$ cat config.mk
export PLATFORM = sky130hd
export DESIGN_NAME = conv_window_ctrl
export DESIGN_NICKNAME = d
export VERILOG_FILES = /design/src/rtl/conv_pkg.sv /design/src/rtl/pixel_pos_counter.sv /design/src/rtl/conv_window_ctrl.sv
export SDC_FILE = /design/constraint.sdc
export NUM_CORES = 1
export LEC_CHECK = 0
export ABC_AREA = 0
export CORE_MARGIN = 2
export CORE_UTILIZATION = 50
export DETAILED_ROUTE_END_ITERATION = 8
export PLACE_DENSITY = 0.85
export SLEW_MARGIN = 40
export SYNTH_ARGS = -nofsm -noshare
export SYNTH_HDL_FRONTEND = slang
export SYNTH_SLANG_ARGS = --single-unit
$ cat constraint.sdc
create_clock -name clk -period 3.3 [get_ports clk]
set_clock_uncertainty 0.1 [all_clocks]
set_input_delay 0.495 -clock clk [delete_from_list [all_inputs] [get_ports clk]]
set_output_delay 0.495 -clock clk [all_outputs]
set_load 0.005 [all_outputs]
$ cat src/rtl/conv_pkg.sv
// Shared types and helpers for the KxK convolution window controller.
package conv_pkg;

  typedef enum logic [1:0] {
    ST_IDLE  = 2'd0,
    ST_RUN   = 2'd1,
    ST_FLUSH = 2'd2,
    ST_DONE  = 2'd3
  } conv_state_t;

  // Number of windows presented per frame for a given geometry and stride.
  function automatic int unsigned win_count(input int unsigned k,
                                            input int unsigned w,
                                            input int unsigned h,
                                            input bit          stride2);
    int unsigned nr;
    int unsigned nc;
    nr = h - k + 1;
    nc = w - k + 1;
    if (stride2) begin
      nr = (nr + 1) / 2;
      nc = (nc + 1) / 2;
    end
    return nr * nc;
  endfunction

endpackage

$ cat src/rtl/pixel_pos_counter.sv
// Raster-order row/column position counter for the accepted pixel stream.
module pixel_pos_counter #(
  parameter int unsigned IMG_W = 8,
  parameter int unsigned IMG_H = 8,
  parameter int unsigned CW    = $clog2(IMG_W),
  parameter int unsigned RW    = $clog2(IMG_H)
) (
  input  logic          clk,
  input  logic          rst,
  input  logic          inc,
  input  logic          clr,
  output logic [RW-1:0] row,
  output logic [CW-1:0] col,
  output logic          last_col,
  output logic          last_pix
);

  assign last_col = (col == CW'(IMG_W - 1));
  assign last_pix = last_col && (row == RW'(IMG_H - 1));

  always_ff @(posedge clk or negedge rst) begin
    if (!rst) begin
      row <= '0;
      col <= '0;
    end else if (clr) begin
      row <= '0;
      col <= '0;
    end else if (inc) begin
      if (last_col) begin
        col <= '0;
        row <= last_pix ? '0 : row + RW'(1);
      end else begin
        col <= col + CW'(1);
      end
    end
  end

endmodule

$ cat src/rtl/conv_window_ctrl.sv
// Sequencer for the KxK line-buffer chain: drives sr_ce and flags complete windows.
// Optional macro CONV_WIN_STRIDE2_EN: present only even-anchored windows (stride 2).
module conv_window_ctrl
  import conv_pkg::*;
#(
  parameter int unsigned KERNEL = 3,
  parameter int unsigned IMG_W  = 8,
  parameter int unsigned IMG_H  = 8,
  parameter int unsigned CW     = $clog2(IMG_W),
  parameter int unsigned RW     = $clog2(IMG_H)
) (
  input  logic          clk,
  input  logic          rst,
  input  logic          start,
  input  logic          in_valid,
  output logic          in_ready,
  output logic          sr_ce,
  output logic          win_valid,
  input  logic          win_ready,
  output logic [RW-1:0] win_row,
  output logic [CW-1:0] win_col,
  output logic          busy,
  output logic          frame_done
);

  localparam logic [RW-1:0] K_M1_R = RW'(KERNEL - 1);
  localparam logic [CW-1:0] K_M1_C = CW'(KERNEL - 1);

  conv_state_t   state_q;
  conv_state_t   state_d;
  logic          clr;
  logic          accept;
  logic          produce;
  logic          stride_ok;
  logic          last_col;
  logic          last_pix;
  logic [RW-1:0] r;
  logic [CW-1:0] c;
  logic [RW-1:0] anchor_r;
  logic [CW-1:0] anchor_c;

  pixel_pos_counter #(
    .IMG_W (IMG_W),
    .IMG_H (IMG_H),
    .CW    (CW),
    .RW    (RW)
  ) u_pos (
    .clk      (clk),
    .rst      (rst),
    .inc      (accept),
    .clr      (clr),
    .row      (r),
    .col      (c),
    .last_col (last_col),
    .last_pix (last_pix)
  );

  // An unconsumed window freezes the whole chain.
  assign in_ready = (state_q == ST_RUN) && !(win_valid && !win_ready);
  assign accept   = in_valid && in_ready;
  assign sr_ce    = accept;

  assign anchor_r = r - K_M1_R;
  assign anchor_c = c - K_M1_C;

`ifdef CONV_WIN_STRIDE2_EN
  assign stride_ok = !anchor_r[0] && !anchor_c[0];
`else
  assign stride_ok = 1'b1;
`endif

  assign produce    = accept && (r >= K_M1_R) && (c >= K_M1_C) && stride_ok;
  assign busy       = (state_q != ST_IDLE);
  assign frame_done = (state_q == ST_DONE);

  always_ff @(posedge clk or negedge rst) begin
    if (!rst) state_q <= ST_IDLE;
    else      state_q <= state_d;
  end

  // FLUSH exits once no window is pending or the last one is being consumed.
  always_comb begin
    state_d = state_q;
    clr     = 1'b0;
    case (state_q)
      ST_IDLE: begin
        if (start) begin
          state_d = ST_RUN;
          clr     = 1'b1;
        end
      end
      ST_RUN: begin
        if (accept && last_col && last_pix) state_d = ST_FLUSH;
      end
      ST_FLUSH: begin
        if (!win_valid || win_ready) state_d = ST_DONE;
      end
      ST_DONE: state_d = ST_IDLE;
      default: state_d = ST_IDLE;
    endcase
  end

  always_ff @(posedge clk or negedge rst) begin
    if (!rst) begin
      win_valid <= 1'b0;
      win_row   <= '0;
      win_col   <= '0;
    end else if (produce) begin
      win_valid <= 1'b1;
      win_row   <= anchor_r;
      win_col   <= anchor_c;
    end else if (win_ready) begin
      win_valid <= 1'b0;
    end
  end

endmodule

==> metrics.txt, run 1 <==
GRT Util Overall 17.6%; WS Path Type input pin to output pin; worst rel slew slack 54.1%; final net count 116; Final ANT Viol Nets 0; drt wl/cell 12.7 µm; Synth cell types 22; Fin Setup TNS 0 ns; Total Wirelength 1.46 mm; #FFs+latches synth 15; clock sink count 15; Synth Area in Simple Gates 15.3%; Synth Area in XOR/XNOR 0%; Max-cap violations 0; Vias per Instance 5.42; Longest Clk Path Bufs 2; static leakage 0.550 nW; Synth Cell Area 881 µm²; Final period util 72.2%; number of port buffers 15; highest metal used met4; gr ovfl total 0; first drt pass iteration count 4; Synth Area in Compound Gates 6.25%; measured slew at the worst slew-check pin 0.686 ns; worst-path fanout max 7; highest clock rate 420 MHz; die area 2110 µm²; hold-fix buffers at CTS 0; Seq/Total Area, Yosys 42.6%; met2 routed WL 729 µm; n_diodes 0; Mapped Cells 81; layout cells sized above 1 14.3%; main combinational cell family by area after synthesis adder cells; Min Clock Period, post-route 2.38 ns; max-slew violation count 0; initial antenna violation count 0; H-tree depth 1; core area 1690 µm²; non-filler instance count after layout 115; Final GP Congestion 0.756; Final setup viols 0; Setup crit end kind output pin; CTS resizes 0; Yosys warning total 0; CTS tree yes; Routed met3 length 61 µm; Setup Fix Bufs, Post-CTS 0; wl on met1 630 µm; Layout area overhead 20.9%; Synth Area in Adders 17.0%; synthesized area per cell 10.9 µm²; hold crit path type flop to flop; Worst setup SP type input pin; vias in the first global route 604; Worst VDD drop 399 µV; Req. time, crit path 2.70 ns; final HPWL from detailed placement 1.19 mm; CTS Root Cell clkbuf_4; IO Count 16; pin count of the biggest net entering global routing 16; Worst-path clk slew 0.09 ns; row count 15; Mapped Nets 98; initial core utilization 52.1%; pwr dens 547 nW/µm²; # placed instances 111; mux contribution to synthesized area 11.5%; crit path DAT 1.79 ns; DRC viols 0; Die Width 46.0 µm; number of buffers created by CTS 3; first-pass GRT wire length 2.53 mm; die height 46.0 µm; clock latency on the worst-skew pair 0.29 ns; outcome completed; DRT iter0 DRCs 9; unrepaired setup endpoints after global routing no; Vias 623; Fin. Hold Viols 0
-- placed cells by master (no fill, tap or decap) --
| cell | count |
|---|---|
| nor2_1 | 2 |
| nand2b_4 | 1 |
| or3_2 | 2 |
| a21oi_1 | 6 |
| mux2i_1 | 3 |
| clkinv_2 | 1 |
| mux2_4 | 4 |
| and2_1 | 1 |
| nand3_4 | 1 |
| a221o_1 | 1 |
| or3_1 | 2 |
| and2_2 | 1 |
| or3b_1 | 1 |
| ha_1 | 12 |
| o22ai_1 | 1 |
| mux2_2 | 1 |
| dfrtp_1 | 15 |
| clkbuf_4 | 3 |
| clkdlybuf4s50_1 | 15 |
| inv_1 | 13 |
| a2bb2oi_1 | 1 |
| nand4_1 | 2 |
| nand2_1 | 9 |
-- flip-flops by register name, indices dropped and copies added (netlist names) --
register   cells
win_row        3
win_col        3
state_q        2
u_pos.col      3
u_pos.row      3
win_valid      1
-- cells in the mapped netlist (all sizes together) --
cell | number | area share (%)
or3b | 1 | 0.99
mux2 | 5 | 8.1
ha | 12 | 17
buf | 2 | 1.7
dfrtp | 15 | 43
nand2 | 9 | 3.8
a221o | 1 | 1.1
o22ai | 1 | 0.71
mux2i | 3 | 3.4
nand3 | 1 | 2.0
nor2 | 2 | 0.85
or3 | 4 | 3.1
nand2b | 1 | 1.6
a2bb2oi | 1 | 0.99
a21oi | 6 | 3.4
and2 | 2 | 1.6
nand4 | 2 | 1.4
inv | 13 | 5.5
-- worst max-delay path, cell delays in order --
cell and delay [ns]:
clkdlybuf4s50_1 0.46, nand2b_4 0.16, nand3_4 0.11, inv_1 0.07, clkdlybuf4s50_1 0.49
-- layer usage --
| metal | track usage (%) | vias up |
|---|---|---|
| met4 | 12.0 | 0 |
| met5 | 0 | - |
| met3 | 3.57 | 5 |
| met1 | 20.6 | 293 |
| li1 | - | 305 |
| met2 | 28.3 | 20 |
-- through the flow --
step	power, mW	hold WS [ns]	setup WS [ns]	area, µm²	utilization, %
finish	0.583	0.415	0.918	1060	63.0
global placement	0.472	0.393	0.927	1040	61.4
CTS	0.592	0.420	0.908	1060	63.0
floorplan	0.394	0.0994	1.56	881	-
detailed placement	0.485	0.395	0.912	1040	61.4
global route	0.634	0.432	0.811	1060	63.0
-- area by class of cell --
| cell class | count | area [µm²] |
|---|---|---|
| Inverter | 13 | 48.8 |
| Clock buffer | 3 | 22.5 |
| Tap cell | 17 | 21.3 |
| Fill cell | 157 | 624 |
| Timing Repair Buffer | 15 | 150 |
| Sequential cell | 15 | 375 |
| Multi-Input combinational cell | 51 | 442 |
| Clock inverter | 1 | 5.00 |
-- logic make-up after synthesis --
logic type,after synthesis
buffers and inverters,15
adder cells (fa/ha/maj),12
AND/OR/NAND/NOR,22
multiplexers,8
flip-flops,15
AO/OA/AOI/OAI,9
-- worst paths after layout --
| kind | startpoint | to | slack (ns) | cells after the start |
|---|---|---|---|---|
| setup / recovery | win_ready | sr_ce | 0.92 | 5 |
| hold / removal | win_col[1]$_DFFE_PN0P_ | win_col[1]$_DFFE_PN0P_ | 0.41 | 1 |
| setup reg to reg | state_q[1]$_DFFE_PN0P_ | win_col[0]$_DFFE_PN0P_ | 1.39 | 5 |
| hold reg to reg | win_col[1]$_DFFE_PN0P_ | win_col[1]$_DFFE_PN0P_ | 0.41 | 1 |
| max in group asynchronous | rst | win_col[2]$_DFFE_PN0P_ | 2.15 | 1 |
| min in group asynchronous | rst | win_row[2]$_DFFE_PN0P_ | 0.52 | 1 |
-- where the power goes --
part / internal (mW) / switching [mW]
Clock: 0.0451 / 0.0597
Combinational: 0.126 / 0.110
Sequential: 0.213 / 0.0296
Total: 0.384 / 0.199
(Power assumes the default switching activity.)
==> run 2, diff against run 1 <==
--- a/config.mk
+++ b/config.mk
@@ -7,9 +7,9 @@
 export LEC_CHECK = 0
 export ABC_AREA = 0
 export CORE_MARGIN = 2
-export CORE_UTILIZATION = 50
+export CORE_UTILIZATION = 45
 export DETAILED_ROUTE_END_ITERATION = 8
-export PLACE_DENSITY = 0.85
+export PLACE_DENSITY = 0.81
 export SLEW_MARGIN = 40
 export SYNTH_ARGS = -nofsm -noshare
 export SYNTH_HDL_FRONTEND = slang
==> constraint.sdc (replaced) <==
create_clock -name clk -period 2.1 [get_ports clk]
set_clock_uncertainty 0.1 [all_clocks]
set_input_delay 0.315 -clock clk [delete_from_list [all_inputs] [get_ports clk]]
set_output_delay 0.315 -clock clk [all_outputs]
set_load 0.005 [all_outputs]
==> metrics.txt, run 2 (synthesized netlist as in run 1, its figures left out) <==
max-slew violation count 0 (unchanged); Worst VDD drop 550 µV (+38%); die height 48.2 µm (+4.9%); CTS Root Cell clkbuf_4; CP most frequent cell inv_1; outcome completed; GRT Util Overall 15.8% (-1.8 points); Worst setup SP type flop; clock sink count 15 (unchanged); initial antenna violation count 0 (unchanged); Final GP Congestion 0.730 (-3.4%); Setup crit end kind output pin; final HPWL from detailed placement 1.21 mm (+1.9%); Slowest cell on crit path clkdlybuf4s50_1; vias in the first global route 605 (+0.17%); # placed instances 122 (+9.9%); core area 1900 µm² (+13%); overall power 0.981 mW (+68%); die area 2330 µm² (+10%); pwr dens 882 nW/µm² (+61%); DRT iter0 DRCs 7 (-2); number of port buffers 15 (unchanged); Vias per Instance 4.94 (-8.9%); Min Clock Period, post-route 2.03 ns; r2r setup slk 0.35 ns (-1.04 ns); highest clock rate 494 MHz; number of buffers created by CTS 3 (unchanged); most common cell after layout, fill and taps aside clkdlybuf4s50_1; gr ovfl total 0 (unchanged); first drt pass iteration count 2 (-2); Finished Cell Area 1110 µm² (+4.5%); Area after DPL 1060 µm² (+1.9%); Final ANT Viol Nets 0 (unchanged); clock latency on the worst-skew pair 0.28 ns (about the same); crit path DAT 1.61 ns (-0.18 ns); hold crit path type input pin to async pin; layout cells sized above 1 18.8% (+4.5 points); static leakage 0.559 nW (+1.7%); drt wl/cell 12.3 µm (-3.3%); Req. time, crit path 1.68 ns (-1.02 ns); worst rel slew slack 54.2% (about the same); H-tree depth 1 (unchanged); WS Path Type flop to output pin; n_diodes 0 (unchanged); Longest Clk Path Bufs 2 (unchanged); Total Wirelength 1.57 mm (+7.6%); IO Count 16 (unchanged); crit-path cells inv_1, ha_1, inv_1, clkdlybuf4s50_1; Final setup viols 0 (unchanged); worst-path fanout max 4 (-3); Layout area overhead 26.3%; fin util 58.5% (-4.6 points); first-pass GRT wire length 2.49 mm (-1.7%); Worst-path clk slew 0.09 ns (about the same); CTS tree yes; non-filler instance count after layout 128 (+11%); final net count 119 (+2.6%); pre-CTS setup slack 0.0625 ns (-0.850 ns); pin count of the biggest net entering global routing 16 (unchanged); DRC viols 0 (unchanged); row count 16 (+1); Final period util 96.5%; Fin. Hold Viols 0 (unchanged); CP max stage delay 0.50 ns (about the same); measured slew at the worst slew-check pin 0.685 ns (-0.000741 ns); hold-fix buffers at CTS 0 (unchanged); Max-cap violations 0 (unchanged); Vias 632 (+1.4%); most frequent cells in the layout clkdlybuf4s50_1, dfrtp_1, inv_1; Final WS setup 0.0743 ns (-0.843 ns); initial core utilization 46.3% (-5.8 points); Die Width 48.2 µm (+4.9%)
==> run 2: worst max-delay path, delay by kind of cell (launching register included) <==
family,cells,cell delay (ns)
adder cells (fa/ha/maj),1,0.23
buffers and inverters,3,0.67
flip-flops,1,0.43
==> run 2: stage by stage <==
| stage | TNS (ns) | hold slack (ns) |
|---|---|---|
| finish | 0 | 0.337 |
| global route | -0.00623 | 0.380 |
| CTS | 0 | 0.355 |
| detailed placement | 0 | 0.402 |
| global placement | 0 | 0.398 |
| floorplan | 0 | -0.0806 |
==> run 2: cell type report <==
class                           instances  area [µm²]
Timing Repair Buffer                   18         173
Sequential cell                        15         377
Fill cell                             168         790
Tap cell                               27        33.8
Inverter                               13        48.8
Multi-Input combinational cell         51         454
Clock buffer                            4        26.3
==> run 2: path summary, 6_finish.rpt <==
path,from,endpoint,cells after the start
worst max-delay path,state_q[0]$_DFFE_PN0P_,busy,4
worst min-delay path,rst,win_row[0]$_DFFE_PN0P_,1
worst max register to register,u_pos.col[0]$_DFFE_PN0P_,u_pos.row[2]$_DFFE_PN0P_,5
worst min register to register,win_row[0]$_DFFE_PN0P_,win_row[0]$_DFFE_PN0P_,1
max in group asynchronous,rst,state_q[0]$_DFFE_PN0P_,1
min in group clk,win_row[0]$_DFFE_PN0P_,win_row[0]$_DFFE_PN0P_,1
==> run 2: power breakdown <==
| part | internal (mW) | switching (mW) |
|---|---|---|
| clock network | 0.0739 | 0.0927 |
| registers | 0.336 | 0.0543 |
| logic | 0.237 | 0.186 |
==> run 2: repair_timing <==
item | 4_1_cts | 5_1_grt
cloned | 0 | 0
endpoints found under the setup margin | 2 | 3
buffers inserted | 0 | 2
resized for setup | 2 | 2
pin swaps | 0 | 0
==> run 2: layer usage <==
metal | GRT usage (%) | vias up | part of all wire [%]
met2 | 26.3 | 20 | 50
met1 | 18.0 | 301 | 42
met5 | 0 | - | 0
met3 | 4.44 | 3 | 5.4
li1 | - | 308 | -
met4 | 8.65 | 0 | 1.7
==> run 3, diff against run 2 <==
--- a/config.mk
+++ b/config.mk
@@ -6,6 +6,7 @@
 export NUM_CORES = 1
 export LEC_CHECK = 0
 export ABC_AREA = 0
+export ABC_CLOCK_PERIOD_IN_PS = 2100
 export CORE_MARGIN = 2
 export CORE_UTILIZATION = 45
 export DETAILED_ROUTE_END_ITERATION = 8
==> results of run 3 <==
No change in the layout: final DEF, timing and power equal those of run 2.
